<file path="src/rtl/logic_issue_stage_if.sv">
// logic_issue_stage_if: the two valid/ready channels of the issue stage.
//   Command channel: in_valid, in_ready, in_x, in_y, in_op.
//   Result channel:  out_valid, out_ready, out_data, out_zero.
// Modports:
//   master - the producer of commands and the consumer of results (the environment).
//   slave  - the issue stage itself.
interface logic_issue_stage_if #(
  parameter int WIDTH = 16
);
  logic             in_valid;
  logic             in_ready;
  logic [WIDTH-1:0] in_x;
  logic [WIDTH-1:0] in_y;
  logic [1:0]       in_op;
  logic             out_valid;
  logic             out_ready;
  logic [WIDTH-1:0] out_data;
  logic             out_zero;

  modport master (
    output in_valid, in_x, in_y, in_op, out_ready,
    input  in_ready, out_valid, out_data, out_zero
  );

  modport slave (
    input  in_valid, in_x, in_y, in_op, out_ready,
    output in_ready, out_valid, out_data, out_zero
  );
endinterface

</file>
<file path="src/rtl/logic_issue_stage.sv">
// logic_issue_stage: operand issue and result buffering around a 16-bit
// combinational logic unit (AND/OR/NOT/XOR).
//   clk, rst          : single clock, synchronous active-high reset.
//   bus (slave)       : command channel in, result channel out.
//   lu_x, lu_y, lu_en : registered operands/opcode driving the logic unit.
//   lu_out            : combinational result returned by the logic unit.
//   op_count          : results written into the result FIFO, wraps.
// A command is latched in IDLE, the unit settles during the following EXEC
// cycle, and its result is written into a 2-entry FIFO at the end of EXEC.
module logic_issue_stage #(
  parameter int WIDTH = 16,
  parameter int CNT_W = 16
) (
  input  logic                 clk,
  input  logic                 rst,
  logic_issue_stage_if.slave   bus,
  output logic [WIDTH-1:0]     lu_x,
  output logic [WIDTH-1:0]     lu_y,
  output logic [1:0]           lu_en,
  input  logic [WIDTH-1:0]     lu_out,
  output logic [CNT_W-1:0]     op_count
);

  typedef enum logic {
    IDLE = 1'b0,
    EXEC = 1'b1
  } state_t;

  state_t state, state_next;

  logic [WIDTH-1:0] data_mem [2];
  logic [1:0]       zero_mem;
  logic             wr_ptr;
  logic             rd_ptr;
  logic [1:0]       fifo_count;

  logic accept;
  logic push;
  logic pop;
  logic has_room;

  // Room is judged on the count before any same-edge pop, so issue never
  // depends on out_ready; EXEC then writes into a slot that is guaranteed free.
  assign has_room = (fifo_count < 2'd2);

  always_comb begin
    // NOTE: every output of this block gets a default first, so no path can
    // leave it unassigned and infer a latch.
    state_next   = state;
    bus.in_ready = 1'b0;
    case (state)
      IDLE: begin
        bus.in_ready = has_room;
        if (bus.in_valid && has_room) state_next = EXEC;
      end
      EXEC:    state_next = IDLE;
      default: state_next = IDLE;
    endcase
  end

  assign accept = bus.in_valid && bus.in_ready;
  assign push   = (state == EXEC);
  assign pop    = bus.out_valid && bus.out_ready;

  // Outputs come straight from storage; nothing from lu_out reaches them
  // combinationally. When empty they show the stale head entry.
  assign bus.out_valid = (fifo_count != 2'd0);
  assign bus.out_data  = data_mem[rd_ptr];
  assign bus.out_zero  = zero_mem[rd_ptr];

  always_ff @(posedge clk) begin
    // NOTE: sequential state uses non-blocking assignments only. The FIFO
    // storage is reset as well, because out_data/out_zero must read 0 after
    // reset even though out_valid is low.
    if (rst) begin
      state       <= IDLE;
      lu_x        <= '0;
      lu_y        <= '0;
      lu_en       <= 2'b00;
      data_mem[0] <= '0;
      data_mem[1] <= '0;
      zero_mem    <= 2'b00;
      wr_ptr      <= 1'b0;
      rd_ptr      <= 1'b0;
      fifo_count  <= 2'd0;
      op_count    <= '0;
    end else begin
      state <= state_next;

      if (accept) begin
        lu_x  <= bus.in_x;
        lu_y  <= bus.in_y;
        lu_en <= bus.in_op;
      end

      if (push) begin
        data_mem[wr_ptr] <= lu_out;
        zero_mem[wr_ptr] <= (lu_out == '0);
        wr_ptr           <= ~wr_ptr;
        op_count         <= op_count + 1'b1;
      end

      if (pop) rd_ptr <= ~rd_ptr;

      // A simultaneous push and pop leaves the occupancy unchanged.
      case ({push, pop})
        2'b10:   fifo_count <= fifo_count + 2'd1;
        2'b01:   fifo_count <= fifo_count - 2'd1;
        default: fifo_count <= fifo_count;
      endcase
    end
  end

endmodule

</file>
<file path="src/flat_wrapper.sv">
// flat-port wrapper written by rule: the top's interface ports become plain ports
module logic_issue_stage_flat 
#(
  parameter int WIDTH = 16,
  parameter int CNT_W = 16
)
  (clk, rst, lu_x, lu_y, lu_en, lu_out, op_count, bus_in_valid, bus_in_x, bus_in_y, bus_in_op, bus_out_ready, bus_in_ready, bus_out_valid, bus_out_data, bus_out_zero);
  logic_issue_stage_if #(.WIDTH(WIDTH)) bus_i ();
  input  logic clk;
  input  logic rst;
  output logic [WIDTH-1:0] lu_x;
  output logic [WIDTH-1:0] lu_y;
  output logic [1:0] lu_en;
  input  logic [WIDTH-1:0] lu_out;
  output logic [CNT_W-1:0] op_count;
  input wire logic [$bits(bus_i.in_valid)-1:0] bus_in_valid;
  input wire logic [$bits(bus_i.in_x)-1:0] bus_in_x;
  input wire logic [$bits(bus_i.in_y)-1:0] bus_in_y;
  input wire logic [$bits(bus_i.in_op)-1:0] bus_in_op;
  input wire logic [$bits(bus_i.out_ready)-1:0] bus_out_ready;
  output wire logic [$bits(bus_i.in_ready)-1:0] bus_in_ready;
  output wire logic [$bits(bus_i.out_valid)-1:0] bus_out_valid;
  output wire logic [$bits(bus_i.out_data)-1:0] bus_out_data;
  output wire logic [$bits(bus_i.out_zero)-1:0] bus_out_zero;
  assign bus_i.in_valid = bus_in_valid;
  assign bus_i.in_x = bus_in_x;
  assign bus_i.in_y = bus_in_y;
  assign bus_i.in_op = bus_in_op;
  assign bus_i.out_ready = bus_out_ready;
  assign bus_in_ready = bus_i.in_ready;
  assign bus_out_valid = bus_i.out_valid;
  assign bus_out_data = bus_i.out_data;
  assign bus_out_zero = bus_i.out_zero;
  logic_issue_stage #(.WIDTH(WIDTH), .CNT_W(CNT_W)) u_core (.clk(clk), .rst(rst), .bus(bus_i), .lu_x(lu_x), .lu_y(lu_y), .lu_en(lu_en), .lu_out(lu_out), .op_count(op_count));
endmodule
</file>
<file path="config.mk">
export PLATFORM = sky130hd
export DESIGN_NAME = logic_issue_stage_flat
export DESIGN_NICKNAME = d
export VERILOG_FILES = /design/src/rtl/logic_issue_stage_if.sv /design/src/rtl/logic_issue_stage.sv /design/src/flat_wrapper.sv
export SDC_FILE = /design/constraint.sdc
export NUM_CORES = 1
export LEC_CHECK = 0
export ABC_AREA = 0
export CAP_MARGIN = 25
export CORE_MARGIN = 1.5
export CORE_UTILIZATION = 49
export DETAILED_ROUTE_END_ITERATION = 16
export PLACE_DENSITY = 0.84
export SYNTH_ARGS = -nofsm -noshare
export SYNTH_HDL_FRONTEND = slang
export SYNTH_SLANG_ARGS = --single-unit
</file>
<file path="constraint.sdc">
create_clock -name clk -period 4.4 [get_ports clk]
set_input_delay 1.1 -clock clk [delete_from_list [all_inputs] [get_ports clk]]
set_output_delay 1.1 -clock clk [all_outputs]
set_load 0.1 [all_outputs]
</file>
# After elaboration in Yosys (flattened, before gate mapping)

Memory sizes are Yosys's and may differ from the RTL's. A register that Yosys moved wholly into a read port is not among the register bits.
Index checks and enable logic that the tools add are counted.

Add/subtract/negate cells: 3
Magnitude comparators: 4
Eq/ne operators: 2
Multiplexer cells: 19
Bitwise gates (word level): 3
Reductions and logical operators: 8

Operators with widths:

| operator                | number |
|---|---|
| $add A16 B1 Y16 const B | 1 |
| $logic_not A16 Y1       | 1 |
| $mux W16                | 1 |
| $reduce_or A16 Y1       | 1 |
| $mux W1                 | 14 |
| $logic_and A1 B1 Y1     | 4 |
| $lt A1 B2 Y1 const B    | 2 |
| $pmux W2 S2             | 1 |
| $reduce_bool A2 Y1      | 2 |
| $not A1 Y1              | 3 |
| $add A2 B1 Y2 const B   | 1 |
| $bwmux W2               | 1 |
| $eq A2 B1 Y1 const B    | 1 |
| $eq A2 B2 Y1 const B    | 1 |
| $lt A2 B2 Y1 const B    | 1 |
| $pmux W1 S2             | 1 |
| $sub A2 B1 Y2 const B   | 1 |
| $demux W1 S1            | 1 |
| $ge A1 B1 Y1 const B    | 1 |

Register bits after elaboration: 57
Memory bits (writable): 32
Bits of input ports: 54
Output and inout port bits: 69
Word-level logic and storage cells: 49
Memories: 1

Memories:

| name            | words | bits a word | rd ports | clocked after Yosys merged registers in | write ports | RTL line                | RTL |
|---|---|---|---|---|---|---|---|
| u_core.data_mem | 2     | 16          | 1        | 1                                       | 2           | logic_issue_stage.sv:31 | `logic [WIDTH-1:0] data_mem [2];` |

# Depth between registers and ports, before layout

Gate-level depths: netlist (run 1).

Depth after elaboration: 5
Gate-level depth with buffers: 6
Mapped depth without buffers: 5

# Worst setup path after synthesis (run 1)

No wires, ideal clock.

Path type: register to output
From: register u_core.zero_mem[0]
To: output bus_out_zero
Arrival time: 2.440 ns
Required time: 3.300 ns
Path slack: 0.860 ns
Stages on the path, launching flop included: 3
Path buffers: 0
Cell sequence: dfxtp_1 inv_1 o21ai_0

Longest elaborated chain between the ends: 2

Ends and longest elaborated chain:

| element                                    | RTL line                | RTL |
|---|---|---|
| from (decl)                                | logic_issue_stage.sv:32 | `logic [1:0] zero_mem;` |
| from (signal, indexed assignment)          | logic_issue_stage.sv:98 | `zero_mem[wr_ptr] <= (lu_out == '0);` |
| $mux W1 (not written as such) (2 in a row) | logic_issue_stage.sv:69 | `assign bus.out_zero = zero_mem[rd_ptr];` |
| to (decl)                                  | flat_wrapper.sv:24      | `output wire logic [$bits(bus_i.out_zero)-1:0] bus_out_zero;` |

No other way between the ends. The select of a mux whose other input is x is not followed.

# Worst setup path after layout (run 1)

From: register u_core.state, in the netlist u_core.push
To: output bus_in_ready

Longest elaborated chain between the ends: 1

Ends and longest elaborated chain:

| element                | RTL line                | RTL |
|---|---|---|
| from (decl)            | logic_issue_stage.sv:29 | `state_t state, state_next;` |
| from (signal assigned) | logic_issue_stage.sv:88 | `state <= state_next;` |
| $mux W1                | logic_issue_stage.sv:51 | `case (state)` |
| to (decl)              | flat_wrapper.sv:21      | `output wire logic [$bits(bus_i.in_ready)-1:0] bus_in_ready;` |

No other way between the ends.

==> results.yml, run 1 <==
sta:
  fin_ws_ps: 1130
  period_minus_slack_ps: 3270
  fin_crit_sh: 0.743
  drv_slew: 0
  rsz0062_at_grt: "false"
  finalSetupTns_ps: 0
  setup_viol_count_final: 0
  slew_headroom: 0.320
  clock_skew_ps: 12.8
  finalHoldViolCount: 0
  tightest_slew_ps: 1020
  max_freq_mhz: 306
  timing.hold.ws_ps: 481
final_layout:
  layout_commonest_cell: "clkdlybuf4s50_1"
  nNetsFinal: 500
  drive_above_1_share: 0.143
  most-common-layout-cells: "clkdlybuf4s50_1 (105), dfxtp_1 (58), nor2_1 (50), mux2i_1 (35)"
  antenna_cells: 0
  area_growth_pct: 38.0
  fillers: 563
grt:
  grt_overflow: 0
  grt_pass1_wl_um: 13600
  grt_start_max_net_pins: 55
  grt_pass1_vias: 2879
  antenna_found_initial: 0
  grt_usage: 0.210
worst_setup_path:
  cp.required_ps: 3300
  path_class: "flop to output pin"
  r2r-start: "u_core.push"
  max_stage_delay_ps: 1140
  cp_num_buf_inv: 1
  worstSetupEndpointType: "output pin"
  critPathTopFamily: "buffers and inverters"
  crit_path_top_delay_cell: "clkdlybuf4s50_1"
  startpoint_type: "flop"
  cp-startpoint: "u_core.push"
  worstPathArrival_ps: 2170
  path_cells: "nor2_1 > clkdlybuf4s50_1"
  crit_path_max_fanout: 14
placement:
  hpwl_um: 5740
  gp_congestion: 0.748
  portBuffers: 122
  dp_slack_ps: 1520
die:
  die_h_um: 90.2
  core_area_mm2: 0.00729
  rows: 31
  die_w_um: 90.2
  ios: 123
  start_util: 0.511
  die_area_mm2: 0.00814
power:
  powerDensity_mw_per_mm2: 504
  total_power_uw: 2590
  peakVddDrop_uv: 254
  p_leak_uw: 0.00199
clock_tree:
  post_cts_resized: 0
  cts_buffer_depth: 2
  cts_buffers: 9
  path_clk_slew_ps: 90
  cts_tree: "built"
  htreeDepth: 3
  clkLatencyLatePin_ps: 360
  cts_sinks: 90
  root_buffer: "clkbuf_8"
  hold_buffers: 0
  cts_setup_buffers: 0
logic_synthesis:
  synth-warning-count: 0
  ys_ff_latch: 90
  async_flop_share: 0
  synth_flop_cell: "dfxtp_1"
  yosysUniqueCellTypes: 38
  ys_seq_area_frac: 0.569
  syn_nets: 381
  synth_top_cell_area_share: 0.311
  synth_area_leader_cell: "dfxtp_1"
  synth-edff-count: 32
  synth_area_per_cell_um2: 11.5
  syn_inst: 325
  synth_area_mm2: 0.00373
  synthTopCellsByArea: "dfxtp_1 (31%), edfxtp_1 (26%), mux2i_1 (9.4%), mux2_2 (6.6%), and2_1 (5.4%)"
worst_hold_path:
  hp-class: "flop to flop"
  min_from: "u_core.zero_mem[1]"
drt:
  wl_um: 8250
  routedWlPerCell_um: 15.0
  num_vias: 2823
  antenna_left: 0
  via_per_inst: 5.15
  drt_iter0_drc: 78
  drc: 0
  dr.pass1.iters: 6
flow_run:
  maxCapViolations: 0
run_status:
  status: "finished, final reports clean"
worst register-to-register path: cells and delay by family (launching register included):
family	cells	cell delay [ps]
DFF	1	660
muxes	1	370
and+or+nand+nor	2	800
power by group:
part	internal, µW	switching (µW)	total, µW
registers	940	66.3	1010
logic	288	764	1050
clock network	239	293	532
sequential cells by signal (all words and copies together), names as in the netlist, named ones only:
signal and flops:
u_core.push 1, u_core.zero_mem 2, u_core.rd_ptr 1, u_core.lu_y 16, u_core.fifo_count 2, u_core.data_mem 32, u_core.lu_x 16, u_core.lu_en 2
u_core.wr_ptr 1, u_core.op_count 16
logic make-up (layout without fill, tap and decap cells):
kind of cell               Yosys count  count (layout)  synth area share
AOI/OAI and AO/OA                   18              18            0.0289
adders and majority gates            2               2           0.00671
buffers and inverters               24             148            0.0335
and+or+nand+nor                    126             126             0.183
DFF                                 90              90             0.569
xor gates and xnor gates             8               8            0.0188
muxes                               57              57             0.160
cell type report:
cell class | instances | area [µm²] | share of cell area
well taps | 99 | 124 | 0.0241
flip-flops and latches | 90 | 2120 | 0.412
clock inverters | 6 | 38.8 | 0.00754
multi-input cells | 211 | 1490 | 0.289
inverters | 7 | 26.3 | 0.00511
clock buffers | 10 | 149 | 0.0289
repair buffers | 125 | 1200 | 0.233
per-layer routing:
| metal | wire length (µm) | up-vias | GRT usage | part of all wire |
|---|---|---|---|---|
| met4 | 155 | 0 | 0.0939 | 0.019 |
| met2 | 3980 | 105 | 0.344 | 0.48 |
| met1 | 3540 | 1338 | 0.254 | 0.43 |
| li1 | - | 1365 | - | - |
| met3 | 571 | 15 | 0.0626 | 0.069 |
| met5 | 0 | - | 0 | 0 |
stage by stage:
step / util / cell area (µm²) / instances
detailed placement: 0.680 / 4960 / 532
global placement: 0.680 / 4960 / 532
global route: 0.706 / 5150 / 548
finish: 0.706 / 5150 / 548
CTS: 0.706 / 5150 / 548
floorplan: - / 3730 / 325
cell usage after synthesis, types with 2 or more instances:
cell type / count
a21oi_1: 6
and2_1: 32
buf_1: 4
buf_2: 4
buf_4: 2
buf_6: 3
clkbuf_1: 4
dfxtp_1: 58
edfxtp_1: 32
ha_1: 2
inv_1: 6
mux2_2: 22
mux2i_1: 35
nand2_1: 6
nand3_1: 3
nand4_1: 5
nor2_1: 50
nor2b_1: 7
nor4_1: 9
o21ai_0: 4
o22ai_1: 2
o31ai_1: 3
or3_1: 3
or4_1: 3
xnor2_1: 5
xor2_1: 3
worst paths after layout:
path | endpoint | slack [ps] | cells past startpoint
worst min-delay path | u_core.zero_mem[1] | 480 | 2
worst max register to register | u_core.op_count[14] | 2450 | 3
worst max-delay path | bus_in_ready | 1130 | 2
worst min register to register | u_core.zero_mem[1] | 480 | 2
Power figures use the tool's default switching activity.
==> run 2: changes to the inputs <==
--- a/config.mk
+++ b/config.mk
@@ -8,9 +8,9 @@
 export ABC_AREA = 0
 export CAP_MARGIN = 25
 export CORE_MARGIN = 1.5
-export CORE_UTILIZATION = 49
+export CORE_UTILIZATION = 41
 export DETAILED_ROUTE_END_ITERATION = 16
-export PLACE_DENSITY = 0.84
+export PLACE_DENSITY = 0.75
 export SYNTH_ARGS = -nofsm -noshare
 export SYNTH_HDL_FRONTEND = slang
 export SYNTH_SLANG_ARGS = --single-unit
==> constraint.sdc (replaced) <==
create_clock -name clk -period 2.8 [get_ports clk]
set_input_delay 0.7 -clock clk [delete_from_list [all_inputs] [get_ports clk]]
set_output_delay 0.7 -clock clk [all_outputs]
set_load 0.1 [all_outputs]
==> results.yml, run 2 (synthesis results as in run 1) <==
clock_tree:
  path_clk_slew_ps: 90
  cts_sinks: 90
  cts_buffers: 9
  root_buffer: "clkbuf_8"
  hold_buffers: 0
  post_cts_resized: 0
  clkLatencyLatePin_ps: 350
  cts_tree: "built"
  cts_setup_buffers: 0
  cts_buffer_depth: 2
  htreeDepth: 3
worst_setup_path:
  startpoint_type: "flop"
  path_class: "flop to output pin"
  rr_worst_depth: 3
  cp.required_ps: 2100
  ff2ff_setup_slack_ps: 880
  worstSetupEndpointType: "output pin"
  crit_path_max_fanout: 16
  worstPathArrival_ps: 1520
sta:
  clock_skew_ps: 11.5
  finalHoldViolCount: 0
  rsz0062_at_grt: "false"
  finalSetupTns_ps: 0
  tightest_slew_ps: 718
  period_minus_slack_ps: 2220
  setup_viol_count_final: 0
  fin_crit_sh: 0.791
  max_freq_mhz: 451
  slew_headroom: 0.521
  drv_slew: 0
drt:
  dr.pass1.iters: 4
  via_per_inst: 4.92
  drc: 0
  drt_iter0_drc: 58
  num_vias: 2753
  routedWlPerCell_um: 14.2
  antenna_left: 0
  wl_um: 7920
power:
  seq_power_share: 0.372
  p_clk_frac: 0.204
  p_int_uw: 2410
  switchingPower_uw: 1770
  p_leak_uw: 0.00215
  p_sw_frac: 0.424
  powerDensity_mw_per_mm2: 807
  peakVddDrop_uv: 420
  pwr-share-comb: 0.425
die:
  start_util: 0.426
  ios: 123
  die_h_um: 98.4
  core_area_mm2: 0.00876
  rows: 34
  die_w_um: 98.4
  die_area_mm2: 0.00968
final_layout:
  antenna_cells: 0
  layout_commonest_cell: "buf_4"
  area_growth_pct: 39.1
  stdcell_count: 559
  largest_register: "u_core.data_mem"
  nNetsFinal: 502
  drive_above_1_share: 0.266
  most-common-layout-cells: "buf_4 (63), dfxtp_1 (58), clkdlybuf4s50_1 (52), nor2_1 (50), mux2i_1 (35)"
  largest_reg_flops: 32
placement:
  gp_congestion: 0.740
  hpwl_um: 5480
  portBuffers: 122
  dp.cells: 543
run_status:
  status: "finished, final reports clean"
flow_run:
  maxCapViolations: 0
grt:
  grt_pass1_wl_um: 13100
  grt_overflow: 0
  grt_pass1_vias: 2748
  grt_usage: 0.169
  grt_start_max_net_pins: 58
  antenna_found_initial: 0
worst_hold_path:
  hp-class: "flop to flop"
  holdPathStages: 2
-- run 2: cell types whose count changed in the layout (fill, tap and decap cells not counted), sizes merged --
cell / previous run / this run
buf: 20 / 75
clkdlybuf4s50: 105 / 52
clkbuf: 10 / 11
clkinv: 4 / 3
-- run 2: worst paths after layout --
path | from | endpoint
worst max-delay path | flop | bus_out_data[6]
worst min-delay path | u_core.zero_mem[1] | u_core.zero_mem[1]
worst max register to register | u_core.push | u_core.op_count[14]
worst min register to register | u_core.zero_mem[1] | u_core.zero_mem[1]
-- run 2: power by group through the flow --
stage	sequential, µW	combinational [µW]	clock (µW)
after CTS	1560	1790	877
final	1550	1780	853
after global placement	1580	1770	0
after global routing	1570	1840	934
after detailed placement	1580	1790	0
after floorplan	2000	904	0
-- run 2: metrics by stage --
stage	total power, µW	area (µm²)	setup WS, ps	hold WS, ps	utilization
3_3_place_gp	3350	4990	687	459	0.569
3_5_place_dp	3370	4990	649	466	0.569
4_1_cts	4220	5190	554	478	0.592
6_report	4180	5190	584	482	0.592
5_1_grt	4350	5190	508	516	0.592
2_1_floorplan	2910	3730	324	450	-
-- run 2: area by class of cell --
| cell class | count | area (µm²) |
|---|---|---|
| clock buffers | 11 | 163 |
| repair buffers | 127 | 1220 |
| well taps | 108 | 135 |
| clock inverters | 5 | 35.0 |
| fillers | 722 | 3580 |
| multi-input cells | 211 | 1490 |
| inverters | 7 | 26.3 |
| flip-flops and latches | 90 | 2120 |
-- run 2: worst max-delay path: stages (launching register included) --
cell	delay, ps
dfxtp_1	320
buf_4	230
mux2_2	380
buf_4	240
-- run 2: layer usage --
layer | share of wire | routed length, µm | global-route usage | up-vias
met5 | 0 | 0 | 0 | -
met3 | 0.079 | 625 | 0.0659 | 5
met1 | 0.43 | 3430 | 0.209 | 1281
li1 | - | - | - | 1375
met4 | 0.0076 | 60 | 0.0455 | 0
met2 | 0.48 | 3810 | 0.276 | 92
